File: src/rtl/arb_grant_lock.sv
// Grant-locking stage around a combinational priority arbiter: registers the
// arbiter's one-hot grant and holds it for the owner's burst (max MAX_BURST cycles).
module arb_grant_lock #(
  parameter  int NUM_PORTS = 17,
  parameter  int MAX_BURST = 8,
  localparam int IDX_W     = $clog2(NUM_PORTS),
  localparam int CNT_W     = $clog2(MAX_BURST) + 1
) (
  input  logic                 clk,
  input  logic                 reset,
  input  logic [NUM_PORTS-1:0] req_i,
  output logic [NUM_PORTS-1:0] arb_req_o,
  input  logic [NUM_PORTS-1:0] arb_gnt_i,
  output logic [NUM_PORTS-1:0] gnt_o,
  output logic                 gnt_valid_o,
  output logic [IDX_W-1:0]     gnt_idx_o,
  output logic [CNT_W-1:0]     burst_cnt_o,
  output logic                 protocol_err_o
);

  typedef enum logic {IDLE, OWN} state_t;

  state_t               state_q, state_d;
  logic [NUM_PORTS-1:0] gnt_q, gnt_d;
  logic                 valid_q;
  logic [IDX_W-1:0]     idx_q, idx_d;
  logic [CNT_W-1:0]     cnt_q, cnt_d;
  logic [NUM_PORTS-1:0] mask_q, mask_d;
  logic                 err_q, err_d;

  logic [NUM_PORTS-1:0] masked;
  logic [NUM_PORTS-1:0] req_fwd;
  logic                 gnt_multi;
  logic                 gnt_stray;
  logic [IDX_W-1:0]     gnt_bin;

  always_comb begin
    gnt_bin = '0;
    for (int unsigned i = 0; i < NUM_PORTS; i++) begin
      if (arb_gnt_i[i]) gnt_bin = IDX_W'(i);
    end
  end

  // The arbiter request depends only on state, req_i and mask_q, never on
  // arb_gnt_i, so the loop through the external arbiter stays acyclic.
  always_comb begin
    masked  = req_i & ~mask_q;
    req_fwd = '0;
    if (state_q == IDLE) req_fwd = (|masked) ? masked : req_i;
  end

  assign arb_req_o = req_fwd;
  assign gnt_multi = |(arb_gnt_i & (arb_gnt_i - NUM_PORTS'(1)));
  assign gnt_stray = |(arb_gnt_i & ~req_fwd);

  always_comb begin
    state_d = state_q;
    gnt_d   = gnt_q;
    idx_d   = idx_q;
    cnt_d   = cnt_q;
    mask_d  = mask_q;
    err_d   = err_q;
    unique case (state_q)
      IDLE: begin
        if ((|arb_gnt_i) && !gnt_multi && !gnt_stray) begin
          state_d = OWN;
          gnt_d   = arb_gnt_i;
          idx_d   = gnt_bin;
          cnt_d   = '0;
          mask_d  = '0;
        end else begin
          if (gnt_multi || gnt_stray) err_d = 1'b1;
          if (|req_i) mask_d = '0;
        end
      end
      OWN: begin
        // Release wins over expiry, so a simultaneous drop leaves no mask.
        if (!(|(req_i & gnt_q))) begin
          state_d = IDLE;
          gnt_d   = '0;
          idx_d   = '0;
          cnt_d   = '0;
          mask_d  = '0;
        end else if (cnt_q == CNT_W'(MAX_BURST - 1)) begin
          state_d = IDLE;
          gnt_d   = '0;
          idx_d   = '0;
          cnt_d   = '0;
          mask_d  = gnt_q;
        end else begin
          cnt_d = cnt_q + CNT_W'(1);
        end
      end
      default: state_d = IDLE;
    endcase
  end

  always_ff @(posedge clk) begin
    if (reset) begin
      state_q <= IDLE;
      gnt_q   <= '0;
      valid_q <= 1'b0;
      idx_q   <= '0;
      cnt_q   <= '0;
      mask_q  <= '0;
      err_q   <= 1'b0;
    end else begin
      state_q <= state_d;
      gnt_q   <= gnt_d;
      valid_q <= |gnt_d;
      idx_q   <= idx_d;
      cnt_q   <= cnt_d;
      mask_q  <= mask_d;
      err_q   <= err_d;
    end
  end

  assign gnt_o          = gnt_q;
  assign gnt_valid_o    = valid_q;
  assign gnt_idx_o      = idx_q;
  assign burst_cnt_o    = cnt_q;
  assign protocol_err_o = err_q;

endmodule

File: config.mk
export PLATFORM = sky130hd
export DESIGN_NAME = arb_grant_lock
export DESIGN_NICKNAME = d
export VERILOG_FILES = /design/src/rtl/arb_grant_lock.sv
export SDC_FILE = /design/constraint.sdc
export NUM_CORES = 1
export LEC_CHECK = 0
export ABC_CLOCK_PERIOD_IN_PS = 2500
export BUFFER_PORTS_ARGS = -buffer_cell sky130_fd_sc_hd__buf_2
export CAP_MARGIN = 20
export CORE_ASPECT_RATIO = 1.1
export CORE_UTILIZATION = 48
export DETAILED_ROUTE_END_ITERATION = 6
export PLACE_DENSITY = 0.87
export SLEW_MARGIN = 20
export SYNTH_ARGS = -nofsm -noshare
export SYNTH_HDL_FRONTEND = slang
export SYNTH_SLANG_ARGS = --single-unit
File: constraint.sdc
create_clock -name clk -period 2.5 [get_ports clk]
set_clock_uncertainty 0.15 [all_clocks]
set_input_delay 0 -clock clk [delete_from_list [all_inputs] [get_ports clk]]
set_output_delay 0 -clock clk [all_outputs]
set_load 0.01 [all_outputs]
==> report_table.html, run 1 <==
<table>
<tr><th>Metric</th><th>Value</th></tr>
<tr><th colspan="2">Clock network</th></tr>
<tr><td>CTS H-Tree Depth</td><td>2</td></tr>
<tr><td>CTS Root Buffer Type</td><td>sky130_fd_sc_hd__clkbuf_8</td></tr>
<tr><td>Skew-Pair Late Insertion Delay</td><td>0.31 ns</td></tr>
<tr><td>Clock Sinks</td><td>46</td></tr>
<tr><td>Register clock-pin slew on the reported worst setup and hold paths</td><td>0.09 ns</td></tr>
<tr><td>Clock buffer depth</td><td>2</td></tr>
<tr><td>CTS Buf Count</td><td>5</td></tr>
<tr><td>TritonCTS clock tree</td><td>done</td></tr>
<tr><th colspan="2">Yosys</th></tr>
<tr><td>Share of synthesized flip-flops with an asynchronous set or reset</td><td>0%</td></tr>
<tr><td>Dominant cell by count in the synthesized netlist</td><td>sky130_fd_sc_hd__dfxtp_1</td></tr>
<tr><td>Number of flip-flops and latches in the synthesized netlist</td><td>between 40 and 50</td></tr>
<tr><td>Most common library cells after synthesis</td><td>sky130_fd_sc_hd__dfxtp_1 (46), sky130_fd_sc_hd__a21oi_1 (42), sky130_fd_sc_hd__nor2_1 (39)</td></tr>
<tr><td>Number of warnings printed during yosys synthesis</td><td>0</td></tr>
<tr><td>Post-synthesis instance total</td><td>425</td></tr>
<tr><td>Prevailing post-synth register cell</td><td>sky130_fd_sc_hd__dfxtp_1</td></tr>
<tr><td>Post-synth cell types</td><td>59</td></tr>
<tr><td>Post-synth net total</td><td>462</td></tr>
<tr><td>Number of enable-type register cells in the synthesized netlist</td><td>0</td></tr>
<tr><td>Leading area contributor after synthesis</td><td>sky130_fd_sc_hd__dfxtp_1</td></tr>
<tr><td>Post-Syn Area per Cell</td><td>between 7 and 8 µm²</td></tr>
<tr><td>Fraction of the yosys area taken by sequential cells</td><td>between 20 and 30%</td></tr>
<tr><td>Leading cell types by total area after synthesis</td><td>sky130_fd_sc_hd__dfxtp_1 (30%), sky130_fd_sc_hd__a21oi_1 (6.8%), sky130_fd_sc_hd__nor2_1 (4.8%), sky130_fd_sc_hd__inv_1 (4.0%), sky130_fd_sc_hd__nand3_1 (3.9%)</td></tr>
<tr><td>Netlist Area Pre-Place</td><td>approximately 0.0031 mm²</td></tr>
<tr><td>Portion of synthesized cell area occupied by the leading cell type</td><td>29.98%</td></tr>
<tr><th colspan="2">Status</th></tr>
<tr><td>Run status</td><td>complete, but fails checks</td></tr>
<tr><td>Failing checks</td><td>setup timing</td></tr>
<tr><th colspan="2">GRT</th></tr>
<tr><td>Wire length of the first global-routing pass</td><td>20050 µm</td></tr>
<tr><td>Overall Global Routing Usage</td><td>39.06%</td></tr>
<tr><td>Via count of the first global-routing pass</td><td>3840</td></tr>
<tr><td>Number of antenna violations at the first check in global routing</td><td>0</td></tr>
<tr><td>Maximum number of pins on one net before global-route repair</td><td>50</td></tr>
<tr><td>Aggregate global routing overflow</td><td>0</td></tr>
<tr><th colspan="2">Critical path</th></tr>
<tr><td>Required time of the worst setup path</td><td>2.58 ns</td></tr>
<tr><td>Crit path max fanout</td><td>9</td></tr>
<tr><td>Critical Path Source Type</td><td>flip-flop</td></tr>
<tr><td>Cell mode on critical path</td><td>sky130_fd_sc_hd__buf_4</td></tr>
<tr><td>Type of destination of the critical path</td><td>flip-flop</td></tr>
<tr><td>Worst endpoint data arrival time</td><td>2.62 ns</td></tr>
<tr><td>Worst path cell trace</td><td>buf_4 &gt; nor3b_2 &gt; o22ai_1 &gt; nor2_1 &gt; a32oi_1 &gt; nor3_1 &gt; buf_4 &gt; nand4_1 &gt; buf_4 &gt; o41a_2 &gt; o31ai_1</td></tr>
<tr><td>CP max-delay cell</td><td>sky130_fd_sc_hd__o41a_2</td></tr>
<tr><td>Path type of the worst setup path</td><td>reg2reg</td></tr>
<tr><td>Maximum single-stage delay on the critical path</td><td>0.38 ns</td></tr>
<tr><th colspan="2">Power and ir drop</th></tr>
<tr><td>Power per cell area</td><td>368.0 mW/mm²</td></tr>
<tr><td>Cell leakage power</td><td>1.812 nW</td></tr>
<tr><td>Switching part of the total power</td><td>between 20% and 30%</td></tr>
<tr><td>Fraction of power consumed by the clock network</td><td>35.1%</td></tr>
<tr><td>Overall power after layout</td><td>1.536 mW</td></tr>
<tr><td>Peak ir drop on the vdd network</td><td>0.0002654 V</td></tr>
<tr><td>Power spent charging and discharging nets</td><td>0.4521 mW</td></tr>
<tr><td>Part of the total power dissipated in combinational logic</td><td>17.2%</td></tr>
<tr><td>Flop pwr share</td><td>47.7%</td></tr>
<tr><td>Cell internal pwr</td><td>between 1 and 1.5 mW</td></tr>
<tr><th colspan="2">STA</th></tr>
<tr><td>Unrepaired setup endpoints after global routing</td><td>true</td></tr>
<tr><td>Post-route minimum period</td><td>2.543 ns</td></tr>
<tr><td>Slew at the pin with the worst max-slew slack</td><td>1.167 ns</td></tr>
<tr><td>F_max</td><td>roughly 400 MHz</td></tr>
<tr><td>Number of endpoints with negative hold slack in the final report</td><td>0</td></tr>
<tr><td>Hold Worst Slack</td><td>0.006828 ns</td></tr>
<tr><td>Share of the clock period used by the worst path</td><td>101.7%</td></tr>
<tr><td>Final setup fails</td><td>17</td></tr>
<tr><td>Worst slew slack as a fraction of its limit</td><td>21.89%</td></tr>
<tr><td>Number of pins exceeding their max-slew limit in the final report</td><td>0</td></tr>
<tr><td>Final worst-path setup slack</td><td>-0.04335 ns</td></tr>
<tr><th colspan="2">Detailed routing</th></tr>
<tr><td>Average vias per placed instance</td><td>between 6 and 7</td></tr>
<tr><td>Routed length per instance</td><td>20.44 µm</td></tr>
<tr><td>Total number of vias</td><td>4183</td></tr>
<tr><td>Number of search-and-repair iterations in the first detailed-routing pass</td><td>5</td></tr>
<tr><td>Overall routed net length</td><td>13000 µm</td></tr>
<tr><td>First DRT Iteration DRCs</td><td>444</td></tr>
<tr><td>Post-route DRC violation count</td><td>0</td></tr>
<tr><td>Remaining antenna violation count after routing</td><td>0</td></tr>
<tr><th colspan="2">Final layout</th></tr>
<tr><td>Final design area excluding fillers</td><td>~0.0042 mm²</td></tr>
<tr><td>Multi-input gate area</td><td>0.001969 mm²</td></tr>
<tr><td>Fill count</td><td>approximately 550</td></tr>
<tr><td>Relative area change from synthesis to final layout</td><td>35.89%</td></tr>
<tr><td>Number of antenna repair diodes</td><td>0</td></tr>
<tr><td>Layout Nets</td><td>592</td></tr>
<tr><td>Layout cell share with drive strength beyond 1</td><td>a little under a third</td></tr>
<tr><td>Storage element area</td><td>922.1 µm²</td></tr>
<tr><th colspan="2">Floorplan</th></tr>
<tr><td>Die extent in y</td><td>85.90 µm</td></tr>
<tr><td>Die outline area</td><td>0.006724 mm²</td></tr>
<tr><td>Initial cell density of the core</td><td>approximately half</td></tr>
<tr><td>Die W</td><td>roughly 78 µm</td></tr>
<tr><td>IO Pins</td><td>81</td></tr>
<tr><td>Standard-cell rows</td><td>30</td></tr>
<tr><td>Core Region</td><td>a little over 0.006 mm²</td></tr>
<tr><th colspan="2">Placed design</th></tr>
<tr><td>Buffers added on ports</td><td>80</td></tr>
<tr><td>Instance area at placement</td><td>0.003955 mm²</td></tr>
<tr><td>Global placer's final weighted congestion</td><td>roughly 1.0</td></tr>
<tr><td>Half-perimeter wire length of the detailed placement result</td><td>slightly below 10000 µm</td></tr>
<tr><th colspan="2">Worst hold path</th></tr>
<tr><td>Class of the tightest hold or removal check</td><td>in2reg</td></tr>
<tr><th colspan="2">Job</th></tr>
<tr><td>Maxcap violations</td><td>0</td></tr>
</table>
registers in the layout, indices dropped and copies added (netlist names):
| register | count |
|---|---|
| protocol_err_o | 1 |
| burst_cnt_o | 4 |
| mask_q | 17 |
| gnt_idx_o | 5 |
| state_q | 1 |
| gnt_valid_o | 1 |
| gnt_o | 17 |
critical path, delay by kind of cell, from the launching register on:
kind | cells | cell delay [ns]
DFF | 1 | 0.34
and+or+nand+nor | 4 | 0.72
AOI/OAI and AO/OA | 4 | 0.72
buffers and inverters | 3 | 0.50
layout make-up:
class	instances	area share [%]
clock buffer	7	2.308
clock inverter	1	0.2098
inverter	35	3.147
multi-input combinational	318	47.18
sequential	46	22.09
tap	80	2.398
timing repair buffer	149	22.66
path summary, 6_finish.rpt:
kind	start	endpoint	slack [ns]	cells after the start
max	state_q	gnt_o[4]	-0.04	11
min	arb_gnt_i[1]	gnt_o[1]	0.007	4
max reg2reg	state_q	gnt_o[4]	-0.04	11
min reg2reg	gnt_idx_o[0]	gnt_idx_o[0]	0.33	2
cells by family after synthesis:
| logic type | synth area share (%) |
|---|---|
| fa+ha+maj | 0.7331 |
| compound gates | 34.18 |
| flops | 29.98 |
| buf+inv | 8.065 |
| simple gates | 27.05 |
routing by layer:
layer  routed length, µm  GRT usage (%)
met1                4783          47.12
met2                5904          64.19
met3                1459          8.617
met4                 853          22.05
met5                   0              0
through the flow:
| step | util, % | setup slack (ns) | TNS (ns) | std cells |
|---|---|---|---|---|
| floorplan | - | 0.02193 | 0 | 425 |
| global placement | 64.25 | -0.007830 | -0.01851 | 621 |
| detailed placement | 64.25 | -0.1038 | -0.6005 | 621 |
| CTS | 67.60 | -0.02573 | -0.09200 | 636 |
| global route | 67.80 | -0.1710 | -3.336 | 636 |
| finish | 67.80 | -0.04335 | -0.3372 | 636 |
cells in the final DEF, fill, tap and decap left out, types with 7 or more instances in the layout:
master	instances
sky130_fd_sc_hd__buf_2	80
sky130_fd_sc_hd__buf_4	62
sky130_fd_sc_hd__dfxtp_1	45
sky130_fd_sc_hd__a21oi_1	42
sky130_fd_sc_hd__nor2_1	39
sky130_fd_sc_hd__inv_1	33
sky130_fd_sc_hd__nand2_1	30
sky130_fd_sc_hd__nand3_1	24
sky130_fd_sc_hd__nor3_1	22
sky130_fd_sc_hd__o21ai_0	15
sky130_fd_sc_hd__o31ai_1	14
sky130_fd_sc_hd__nand2b_1	13
sky130_fd_sc_hd__a22oi_1	10
sky130_fd_sc_hd__nor4_1	9
sky130_fd_sc_hd__nand4_1	8
sky130_fd_sc_hd__a211oi_1	7
sky130_fd_sc_hd__o41a_2	7
sky130_fd_sc_hd__clkbuf_8	7
timing repair:
action | CTS | global route
endpoints found under the setup margin | 27 | 32
pin swaps | 1 | 1
resized for setup | 6 | 4
endpoints found under the hold margin | 7 | 0
hold buffers | 6 | 0
buffers inserted | 1 | 0
power groups by stage:
stage          combinational, mW  sequential (mW)  clock, mW
2_1_floorplan              0.109            0.751          0
3_3_place_gp               0.240            0.751          0
3_5_place_dp               0.240            0.751          0
4_1_cts                    0.253            0.733      0.535
5_1_grt                    0.279            0.734      0.559
6_report                   0.264            0.733      0.539
(Power assumes the default switching activity.)
==> run 2, diff against run 1 <==
--- a/config.mk
+++ b/config.mk
@@ -6,12 +6,12 @@
 export NUM_CORES = 1
 export LEC_CHECK = 0
 export ABC_CLOCK_PERIOD_IN_PS = 2500
-export BUFFER_PORTS_ARGS = -buffer_cell sky130_fd_sc_hd__buf_2
 export CAP_MARGIN = 20
 export CORE_ASPECT_RATIO = 1.1
-export CORE_UTILIZATION = 48
+export CORE_UTILIZATION = 58
 export DETAILED_ROUTE_END_ITERATION = 6
-export PLACE_DENSITY = 0.87
+export DONT_BUFFER_PORTS = 1
+export PLACE_DENSITY = 0.86
 export SLEW_MARGIN = 20
 export SYNTH_ARGS = -nofsm -noshare
 export SYNTH_HDL_FRONTEND = slang
==> run 2 against run 1 <==
The run ends with DRC, setup timing left. Sequential share of layout area increased by 0.90 points. Global-route usage increased by 7.2 points. Total power decreased by 10%. Hold slack improved by 0.0029 ns. Register-to-register slack got worse by 0.02 ns. Utilization increased by 12 points. Critical path depth unchanged. Fmax decreased by 0.91%. First-iteration DRC count increased by 34%. Critical path type unchanged. Highest routed layer unchanged.
==> report_table.html, run 2 (synthesis results as in run 1) <==
<table>
<tr><th>Metric</th><th>Value</th></tr>
<tr><th colspan="2">Critical path</th></tr>
<tr><td>Required time of the worst setup path</td><td>2.57 ns</td></tr>
<tr><td>Crit path max fanout</td><td>7</td></tr>
<tr><td>Maximum single-stage delay on the critical path</td><td>0.36 ns</td></tr>
<tr><td>Worst path cell trace</td><td>nand2b_4 &gt; o2111ai_4 &gt; nor4_4 &gt; buf_4 &gt; nand2_4 &gt; a311oi_2 &gt; nand4_1 &gt; buf_6 &gt; buf_8 &gt; o41a_4 &gt; o31ai_2</td></tr>
<tr><td>Path type of the worst setup path</td><td>reg2reg</td></tr>
<tr><td>Worst endpoint data arrival time</td><td>about 2.6 ns</td></tr>
<tr><td>Type of destination of the critical path</td><td>flip-flop</td></tr>
<tr><td>CP max-delay cell</td><td>sky130_fd_sc_hd__o41a_4</td></tr>
<tr><td>Critical Path Source Type</td><td>flip-flop</td></tr>
<tr><th colspan="2">Clock network</th></tr>
<tr><td>Clock Sinks</td><td>46</td></tr>
<tr><td>Skew-Pair Late Insertion Delay</td><td>0.30 ns</td></tr>
<tr><td>CTS Root Buffer Type</td><td>sky130_fd_sc_hd__clkbuf_8</td></tr>
<tr><td>TritonCTS clock tree</td><td>done</td></tr>
<tr><td>CTS Buf Count</td><td>5</td></tr>
<tr><td>CTS H-Tree Depth</td><td>2</td></tr>
<tr><td>Register clock-pin slew on the reported worst setup and hold paths</td><td>roughly 0.090 ns</td></tr>
<tr><td>Clock buffer depth</td><td>2</td></tr>
<tr><th colspan="2">Job</th></tr>
<tr><td>Maxcap violations</td><td>0</td></tr>
<tr><th colspan="2">Final layout</th></tr>
<tr><td>Number of antenna repair diodes</td><td>0</td></tr>
<tr><td>Layout cell share with drive strength beyond 1</td><td>just over 20%</td></tr>
<tr><td>Final design area excluding fillers</td><td>0.004038 mm²</td></tr>
<tr><td>Multi-input gate area</td><td>roughly 0.0021 mm²</td></tr>
<tr><td>Fill count</td><td>360</td></tr>
<tr><td>Layout Nets</td><td>524</td></tr>
<tr><td>Storage element area</td><td>928.4 µm²</td></tr>
<tr><td>Commonest non-fill, non-tap cell in the layout</td><td>sky130_fd_sc_hd__buf_4</td></tr>
<tr><td>Top library cells by usage in the layout, fill and taps aside</td><td>sky130_fd_sc_hd__buf_4 (49), sky130_fd_sc_hd__a21oi_1 (42), sky130_fd_sc_hd__dfxtp_1 (40)</td></tr>
<tr><td>Relative area change from synthesis to final layout</td><td>31.45%</td></tr>
<tr><th colspan="2">Placed design</th></tr>
<tr><td>Half-perimeter wire length of the detailed placement result</td><td>8875 µm</td></tr>
<tr><td>Instance area at placement</td><td>~0.0034 mm²</td></tr>
<tr><td>Global placer's final weighted congestion</td><td>1.045</td></tr>
<tr><td>Buffers added on ports</td><td>0</td></tr>
<tr><th colspan="2">Power and ir drop</th></tr>
<tr><td>Power per cell area</td><td>341.1 mW/mm²</td></tr>
<tr><td>Cell leakage power</td><td>1.546 nW</td></tr>
<tr><td>Peak ir drop on the vdd network</td><td>0.0003424 V</td></tr>
<tr><th colspan="2">Floorplan</th></tr>
<tr><td>Core Region</td><td>0.005067 mm²</td></tr>
<tr><td>Die outline area</td><td>0.005591 mm²</td></tr>
<tr><td>Die W</td><td>71.39 µm</td></tr>
<tr><td>Die extent in y</td><td>78.33 µm</td></tr>
<tr><td>IO Pins</td><td>81</td></tr>
<tr><td>Standard-cell rows</td><td>27</td></tr>
<tr><td>Initial cell density of the core</td><td>between 60% and 70%</td></tr>
<tr><th colspan="2">Status</th></tr>
<tr><td>Failing checks</td><td>DRC, setup timing</td></tr>
<tr><td>Run status</td><td>complete, but fails checks</td></tr>
<tr><th colspan="2">Detailed routing</th></tr>
<tr><td>First DRT Iteration DRCs</td><td>595</td></tr>
<tr><td>Remaining antenna violation count after routing</td><td>0</td></tr>
<tr><td>Average vias per placed instance</td><td>7.376</td></tr>
<tr><td>Sum of met2 wire segment lengths after detailed routing</td><td>5943 µm</td></tr>
<tr><td>Overall routed net length</td><td>13060 µm</td></tr>
<tr><td>Total number of vias</td><td>4020</td></tr>
<tr><td>Post-route DRC violation count</td><td>15</td></tr>
<tr><td>Number of search-and-repair iterations in the first detailed-routing pass</td><td>7</td></tr>
<tr><td>Routed length per instance</td><td>~24 µm</td></tr>
<tr><td>Routed length on met1</td><td>between 4000 and 5000 µm</td></tr>
<tr><td>Top routing layer used</td><td>met4</td></tr>
<tr><td>Met3 wirelength from detailed routing</td><td>~1600 µm</td></tr>
<tr><th colspan="2">STA</th></tr>
<tr><td>Final worst-path setup slack</td><td>-0.06683 ns</td></tr>
<tr><td>Final setup fails</td><td>15</td></tr>
<tr><td>Hold Worst Slack</td><td>0.009709 ns</td></tr>
<tr><td>Share of the clock period used by the worst path</td><td>102.7%</td></tr>
<tr><td>Worst slew slack as a fraction of its limit</td><td>40.29%</td></tr>
<tr><td>Number of endpoints with negative hold slack in the final report</td><td>0</td></tr>
<tr><td>Setup TNS</td><td>-0.5079 ns</td></tr>
<tr><td>Unrepaired setup endpoints after global routing</td><td>true</td></tr>
<tr><td>F_max</td><td>389.6 MHz</td></tr>
<tr><td>Post-route minimum period</td><td>approximately 2.6 ns</td></tr>
<tr><td>Number of pins exceeding their max-slew limit in the final report</td><td>0</td></tr>
<tr><td>Slew at the pin with the worst max-slew slack</td><td>0.8860 ns</td></tr>
<tr><th colspan="2">GRT</th></tr>
<tr><td>Number of antenna violations at the first check in global routing</td><td>0</td></tr>
<tr><td>Overall Global Routing Usage</td><td>46.24%</td></tr>
<tr><td>Maximum number of pins on one net before global-route repair</td><td>50</td></tr>
<tr><td>Via count of the first global-routing pass</td><td>3841</td></tr>
<tr><td>Wire length of the first global-routing pass</td><td>19700 µm</td></tr>
<tr><td>Aggregate global routing overflow</td><td>0</td></tr>
<tr><th colspan="2">Worst hold path</th></tr>
<tr><td>Class of the tightest hold or removal check</td><td>in2out</td></tr>
</table>
==> run 2: layout make-up <==
class | count | share of cell area [%]
Multi-Input combinational cell | 318 | 51.81
Sequential cell | 46 | 22.99
Timing Repair Buffer | 81 | 18.07
Inverter | 35 | 3.347
Clock buffer | 6 | 1.797
Tap cell | 58 | 1.797
Clock inverter | 1 | 0.1859
==> run 2: repair_timing <==
item | in CTS | in global routing
setup endpoints to repair | 24 | 32
buffers inserted | 1 | 2
hold endpoints to repair | 52 | 4
hold buffers | 26 | 1
pin swaps | 4 | 6
resized for setup | 7 | 28
==> run 2: path summary, 6_finish.rpt <==
check	cells after the start	slack (ns)	to	from
hold / removal	2	0.01	arb_req_o[14]	req_i[14]
setup reg to reg	11	-0.07	gnt_o[0]	mask_q[8]
setup / recovery	11	-0.07	gnt_o[0]	mask_q[8]
hold reg to reg	2	0.38	mask_q[3]	mask_q[3]
==> run 2: per-stage QoR <==
| step | total power, mW | setup slack [ns] | instances | utilization (%) |
|---|---|---|---|---|
| 2_1_floorplan | 0.8599 | 0.02193 | 425 | - |
| 3_3_place_gp | 0.8703 | -0.07721 | 506 | 67.93 |
| 3_5_place_dp | 0.8714 | -0.1829 | 506 | 67.93 |
| 4_1_cts | 1.359 | -0.008680 | 540 | 75.36 |
| 5_1_grt | 1.421 | -0.2034 | 545 | 79.68 |
| 6_report | 1.377 | -0.06683 | 545 | 79.68 |
==> run 2: worst max-delay path, delay by kind of cell, from the launching register on <==
kind            cells  cell delay, ns
simple gates        4            0.64
buf+inv             3            0.48
compound gates      4            0.86
flops               1            0.35
==> run 2: metal layers <==
metal | global-route usage, % | vias up
met5 | 0 | -
met4 | 29.40 | 0
met3 | 12.71 | 95
met2 | 72.86 | 361
met1 | 55.14 | 1839
li1 | - | 1725
==> run 2: power by group <==
group / internal [mW] / switching (mW) / total (mW)
clock network: 0.192 / 0.255 / 0.447
registers: 0.733 / 0.00112 / 0.734
logic: 0.0813 / 0.115 / 0.196
==> run 3, diff against run 2 <==
--- a/config.mk
+++ b/config.mk
@@ -7,10 +7,13 @@
 export LEC_CHECK = 0
 export ABC_CLOCK_PERIOD_IN_PS = 2500
 export CAP_MARGIN = 20
+export CELL_PAD_IN_SITES_DETAIL_PLACEMENT = 1
+export CELL_PAD_IN_SITES_GLOBAL_PLACEMENT = 1
 export CORE_ASPECT_RATIO = 1.1
-export CORE_UTILIZATION = 58
+export CORE_UTILIZATION = 41
 export DETAILED_ROUTE_END_ITERATION = 6
 export DONT_BUFFER_PORTS = 1
+export GPL_TIMING_DRIVEN = 0
 export PLACE_DENSITY = 0.86
 export SLEW_MARGIN = 20
 export SYNTH_ARGS = -nofsm -noshare
==> run 3 against run 2 <==
The flow still finishes with violations (DRC, setup timing). First-iteration DRC count is 19% higher. Sequential cell count did not move. Critical path depth is 1 lower. Total power grew 2.5%. Cell count is 2.6% higher. Critical path type unchanged. Die area rose by 40%. Hold slack better by 0.0068 ns. Register-to-register slack got worse by 0.30 ns. Clock-buffer cell count stayed put. Via count grew 6.2%.
==> report_table.html, run 3 (synthesis results as in run 1) <==
<table>
<tr><th>Metric</th><th>Value</th></tr>
<tr><th colspan="2">Clock network</th></tr>
<tr><td>CTS H-Tree Depth</td><td>2</td></tr>
<tr><td>Clock Sinks</td><td>46</td></tr>
<tr><td>Clock buffer depth</td><td>2</td></tr>
<tr><td>Register clock-pin slew on the reported worst setup and hold paths</td><td>0.09 ns</td></tr>
<tr><td>Skew-Pair Late Insertion Delay</td><td>approximately 0.31 ns</td></tr>
<tr><td>CTS Buf Count</td><td>5</td></tr>
<tr><td>CTS Root Buffer Type</td><td>sky130_fd_sc_hd__clkbuf_8</td></tr>
<tr><td>TritonCTS clock tree</td><td>done</td></tr>
<tr><th colspan="2">Final layout</th></tr>
<tr><td>Final design utilization</td><td>56.14%</td></tr>
<tr><td>Fill count</td><td>900</td></tr>
<tr><td>Commonest non-fill, non-tap cell in the layout</td><td>sky130_fd_sc_hd__a21oi_1</td></tr>
<tr><td>Relative area change from synthesis to final layout</td><td>30.26%</td></tr>
<tr><td>Layout Nets</td><td>roughly 500</td></tr>
<tr><td>Layout cell share with drive strength beyond 1</td><td>20.04%</td></tr>
<tr><td>Top library cells by usage in the layout, fill and taps aside</td><td>sky130_fd_sc_hd__a21oi_1 (40), sky130_fd_sc_hd__nor2_1 (39), sky130_fd_sc_hd__inv_1 (33)</td></tr>
<tr><td>Number of antenna repair diodes</td><td>0</td></tr>
<tr><td>Final non-filler cell total</td><td>559</td></tr>
<tr><td>Final design area excluding fillers</td><td>around 0.004 mm²</td></tr>
<tr><th colspan="2">STA</th></tr>
<tr><td>Hold Worst Slack</td><td>0.01654 ns</td></tr>
<tr><td>Number of pins exceeding their max-slew limit in the final report</td><td>0</td></tr>
<tr><td>Unrepaired setup endpoints after global routing</td><td>true</td></tr>
<tr><td>Slew at the pin with the worst max-slew slack</td><td>0.7396 ns</td></tr>
<tr><td>Final worst-path setup slack</td><td>-0.3657 ns</td></tr>
<tr><td>Share of the clock period used by the worst path</td><td>114.6%</td></tr>
<tr><td>Post-route minimum period</td><td>2.866 ns</td></tr>
<tr><td>F_max</td><td>349.0 MHz</td></tr>
<tr><td>Final setup fails</td><td>46</td></tr>
<tr><td>Number of endpoints with negative hold slack in the final report</td><td>0</td></tr>
<tr><td>Worst slew slack as a fraction of its limit</td><td>50.69%</td></tr>
<tr><th colspan="2">Critical path</th></tr>
<tr><td>Worst path cell trace</td><td>nand2b_4 &gt; a222oi_1 &gt; o2111ai_1 &gt; a2111o_1 &gt; a211oi_2 &gt; nand4_1 &gt; buf_6 &gt; buf_6 &gt; o41a_2 &gt; o31ai_1</td></tr>
<tr><td>Crit path max fanout</td><td>5</td></tr>
<tr><td>Kind of cell with the highest combined delay on the critical path</td><td>compound AO/OA/AOI/OAI gates</td></tr>
<tr><td>Minimum setup slack among reg-to-reg paths</td><td>-0.37 ns</td></tr>
<tr><td>Worst Reg-to-Reg Cells</td><td>10</td></tr>
<tr><td>Type of destination of the critical path</td><td>flip-flop</td></tr>
<tr><td>Path type of the worst setup path</td><td>reg2reg</td></tr>
<tr><td>Startpoint of the most critical register-to-register path</td><td>state_q</td></tr>
<tr><td>Worst endpoint data arrival time</td><td>~3.0 ns</td></tr>
<tr><td>Maximum single-stage delay on the critical path</td><td>0.38 ns</td></tr>
<tr><td>CP max-delay cell</td><td>sky130_fd_sc_hd__o41a_2</td></tr>
<tr><td>Worst flop-to-flop path endpoint</td><td>gnt_o[5]</td></tr>
<tr><td>Critical Path Source Type</td><td>flip-flop</td></tr>
<tr><td>Cell mode on critical path</td><td>sky130_fd_sc_hd__buf_6</td></tr>
<tr><td>Total buffers and inverters traversed by the critical path</td><td>2</td></tr>
<tr><td>Required time of the worst setup path</td><td>2.58 ns</td></tr>
<tr><th colspan="2">Floorplan</th></tr>
<tr><td>Die W</td><td>84.53 µm</td></tr>
<tr><td>Die outline area</td><td>a little under 0.008 mm²</td></tr>
<tr><td>Core Region</td><td>0.007127 mm²</td></tr>
<tr><td>Die extent in y</td><td>92.78 µm</td></tr>
<tr><td>Initial cell density of the core</td><td>43.10%</td></tr>
<tr><td>Standard-cell rows</td><td>32</td></tr>
<tr><td>IO Pins</td><td>81</td></tr>
<tr><th colspan="2">GRT</th></tr>
<tr><td>Wire length of the first global-routing pass</td><td>between 20000 and 25000 µm</td></tr>
<tr><td>Aggregate global routing overflow</td><td>0</td></tr>
<tr><td>Number of antenna violations at the first check in global routing</td><td>0</td></tr>
<tr><td>Maximum number of pins on one net before global-route repair</td><td>14</td></tr>
<tr><td>Overall Global Routing Usage</td><td>roughly 39%</td></tr>
<tr><td>Via count of the first global-routing pass</td><td>4096</td></tr>
<tr><th colspan="2">Worst hold path</th></tr>
<tr><td>Number of instances on the worst hold path</td><td>3</td></tr>
<tr><td>Hold Startpoint</td><td>arb_gnt_i[6]</td></tr>
<tr><td>Endpoint of the worst hold-timing path</td><td>gnt_o[6]</td></tr>
<tr><td>Class of the tightest hold or removal check</td><td>in2reg</td></tr>
<tr><th colspan="2">Power and ir drop</th></tr>
<tr><td>Part of the total power dissipated in combinational logic</td><td>roughly 15%</td></tr>
<tr><td>Peak ir drop on the vdd network</td><td>0.0004042 V</td></tr>
<tr><td>Cell internal pwr</td><td>0.9951 mW</td></tr>
<tr><td>Cell leakage power</td><td>1.471 nW</td></tr>
<tr><td>Flop pwr share</td><td>51.8%</td></tr>
<tr><td>Switching part of the total power</td><td>29.50%</td></tr>
<tr><td>Power per cell area</td><td>352.7 mW/mm²</td></tr>
<tr><td>Power spent charging and discharging nets</td><td>0.4163 mW</td></tr>
<tr><td>Fraction of power consumed by the clock network</td><td>33.3%</td></tr>
<tr><th colspan="2">Placed design</th></tr>
<tr><td>Buffers added on ports</td><td>0</td></tr>
<tr><td>Dpl cells</td><td>510</td></tr>
<tr><td>Pre-CTS worst setup slack</td><td>-0.5424 ns</td></tr>
<tr><td>Instance area at placement</td><td>0.003187 mm²</td></tr>
<tr><td>Half-perimeter wire length of the detailed placement result</td><td>10060 µm</td></tr>
<tr><td>Global placer's final weighted congestion</td><td>0.9892</td></tr>
<tr><th colspan="2">Detailed routing</th></tr>
<tr><td>Average vias per placed instance</td><td>7.639</td></tr>
<tr><td>Routed length per instance</td><td>31.13 µm</td></tr>
<tr><td>Overall routed net length</td><td>17400 µm</td></tr>
<tr><td>First DRT Iteration DRCs</td><td>slightly above 700</td></tr>
<tr><td>Remaining antenna violation count after routing</td><td>0</td></tr>
<tr><td>Total number of vias</td><td>4270</td></tr>
<tr><td>Number of search-and-repair iterations in the first detailed-routing pass</td><td>7</td></tr>
<tr><td>Post-route DRC violation count</td><td>6</td></tr>
<tr><th colspan="2">Status</th></tr>
<tr><td>Run status</td><td>complete, but fails checks</td></tr>
<tr><td>Failing checks</td><td>DRC, setup timing</td></tr>
<tr><th colspan="2">Job</th></tr>
<tr><td>Maxcap violations</td><td>0</td></tr>
</table>
==> run 3: cell types whose count changed in the layout (fill, tap and decap cells not counted), moves of 3 or more <==
cell and change:
sky130_fd_sc_hd__buf_6 +4, sky130_fd_sc_hd__clkbuf_1 +12, sky130_fd_sc_hd__buf_2 +3, sky130_fd_sc_hd__dlygate4sd3_1 -6, sky130_fd_sc_hd__dfxtp_1 -8, sky130_fd_sc_hd__dfxtp_4 +3
sky130_fd_sc_hd__clkbuf_2 +4, sky130_fd_sc_hd__buf_4 -30, sky130_fd_sc_hd__dfxtp_2 +5
==> run 3: routing by layer <==
layer	track usage, %	vias up	part of all wire (%)
li1	-	1709	-
met5	0	-	0
met4	24.29	0	8.0
met3	10.70	147	12
met2	62.26	404	45
met1	45.88	2010	35
==> run 3: worst reg2reg max path, cell delays in order, from the launching register on <==
cell                        delay, ns
sky130_fd_sc_hd__dfxtp_4         0.37
sky130_fd_sc_hd__nand2b_4        0.14
sky130_fd_sc_hd__a222oi_1        0.33
sky130_fd_sc_hd__o2111ai_1       0.24
sky130_fd_sc_hd__a2111o_1        0.35
sky130_fd_sc_hd__a211oi_2        0.23
sky130_fd_sc_hd__nand4_1         0.20
sky130_fd_sc_hd__buf_6           0.19
sky130_fd_sc_hd__buf_6           0.14
sky130_fd_sc_hd__o41a_2          0.38
sky130_fd_sc_hd__o31ai_1         0.07
==> run 3: how the worst max path moves through the flow <==
stage	start	to	slack [ns]	cells after the start
floorplan	mask_q[2]	gnt_idx_o[1]	0.02	9
global placement	gnt_o[8]	mask_q[14]	-0.45	9
detailed placement	mask_q[6]	gnt_o[16]	-0.54	9
CTS	state_q	gnt_idx_o[1]	-0.16	10
global route	mask_q[7]	gnt_o[5]	-0.35	10
finish	state_q	gnt_o[5]	-0.37	10
==> run 3: final cells by class <==
cell class              instances  area, µm²  area share (%)
plain buffers                  25      143.9           3.596
clock buffers                   6      72.57           1.814
clock inverters                 1      7.507          0.1876
inverters                      35      131.4           3.283
multi-input cells             318       2168           54.19
flip-flops and latches         46      945.9           23.64
well taps                      85      106.4           2.658
repair buffers                 43      425.4           10.63
==> run 3: metrics by stage <==
step / power (mW) / TNS, ns
3_5_place_dp: 0.8967 / -20.76
6_report: 1.411 / -9.125
2_1_floorplan: 0.8599 / 0
3_3_place_gp: 0.8926 / -17.29
4_1_cts: 1.375 / -3.159
5_1_grt: 1.446 / -10.24
==> run 3: what timing repair did <==
| action | CTS | global route |
|---|---|---|
| gates resized for setup | 42 | 45 |
| endpoints found under the setup margin | 59 | 46 |
| hold buffers | 20 | 0 |
| cloned | 2 | 1 |
| pin swaps | 15 | 17 |
| hold endpoints to repair | 22 | 0 |
| setup buffers | 11 | 11 |
==> run 3: power by group through the flow <==
stage / clock (mW) / combinational, mW / sequential (mW)
finish: 0.470 / 0.211 / 0.731
global route: 0.495 / 0.220 / 0.731
CTS: 0.462 / 0.180 / 0.733
detailed placement: 0 / 0.146 / 0.751
global placement: 0 / 0.142 / 0.751
floorplan: 0 / 0.109 / 0.751
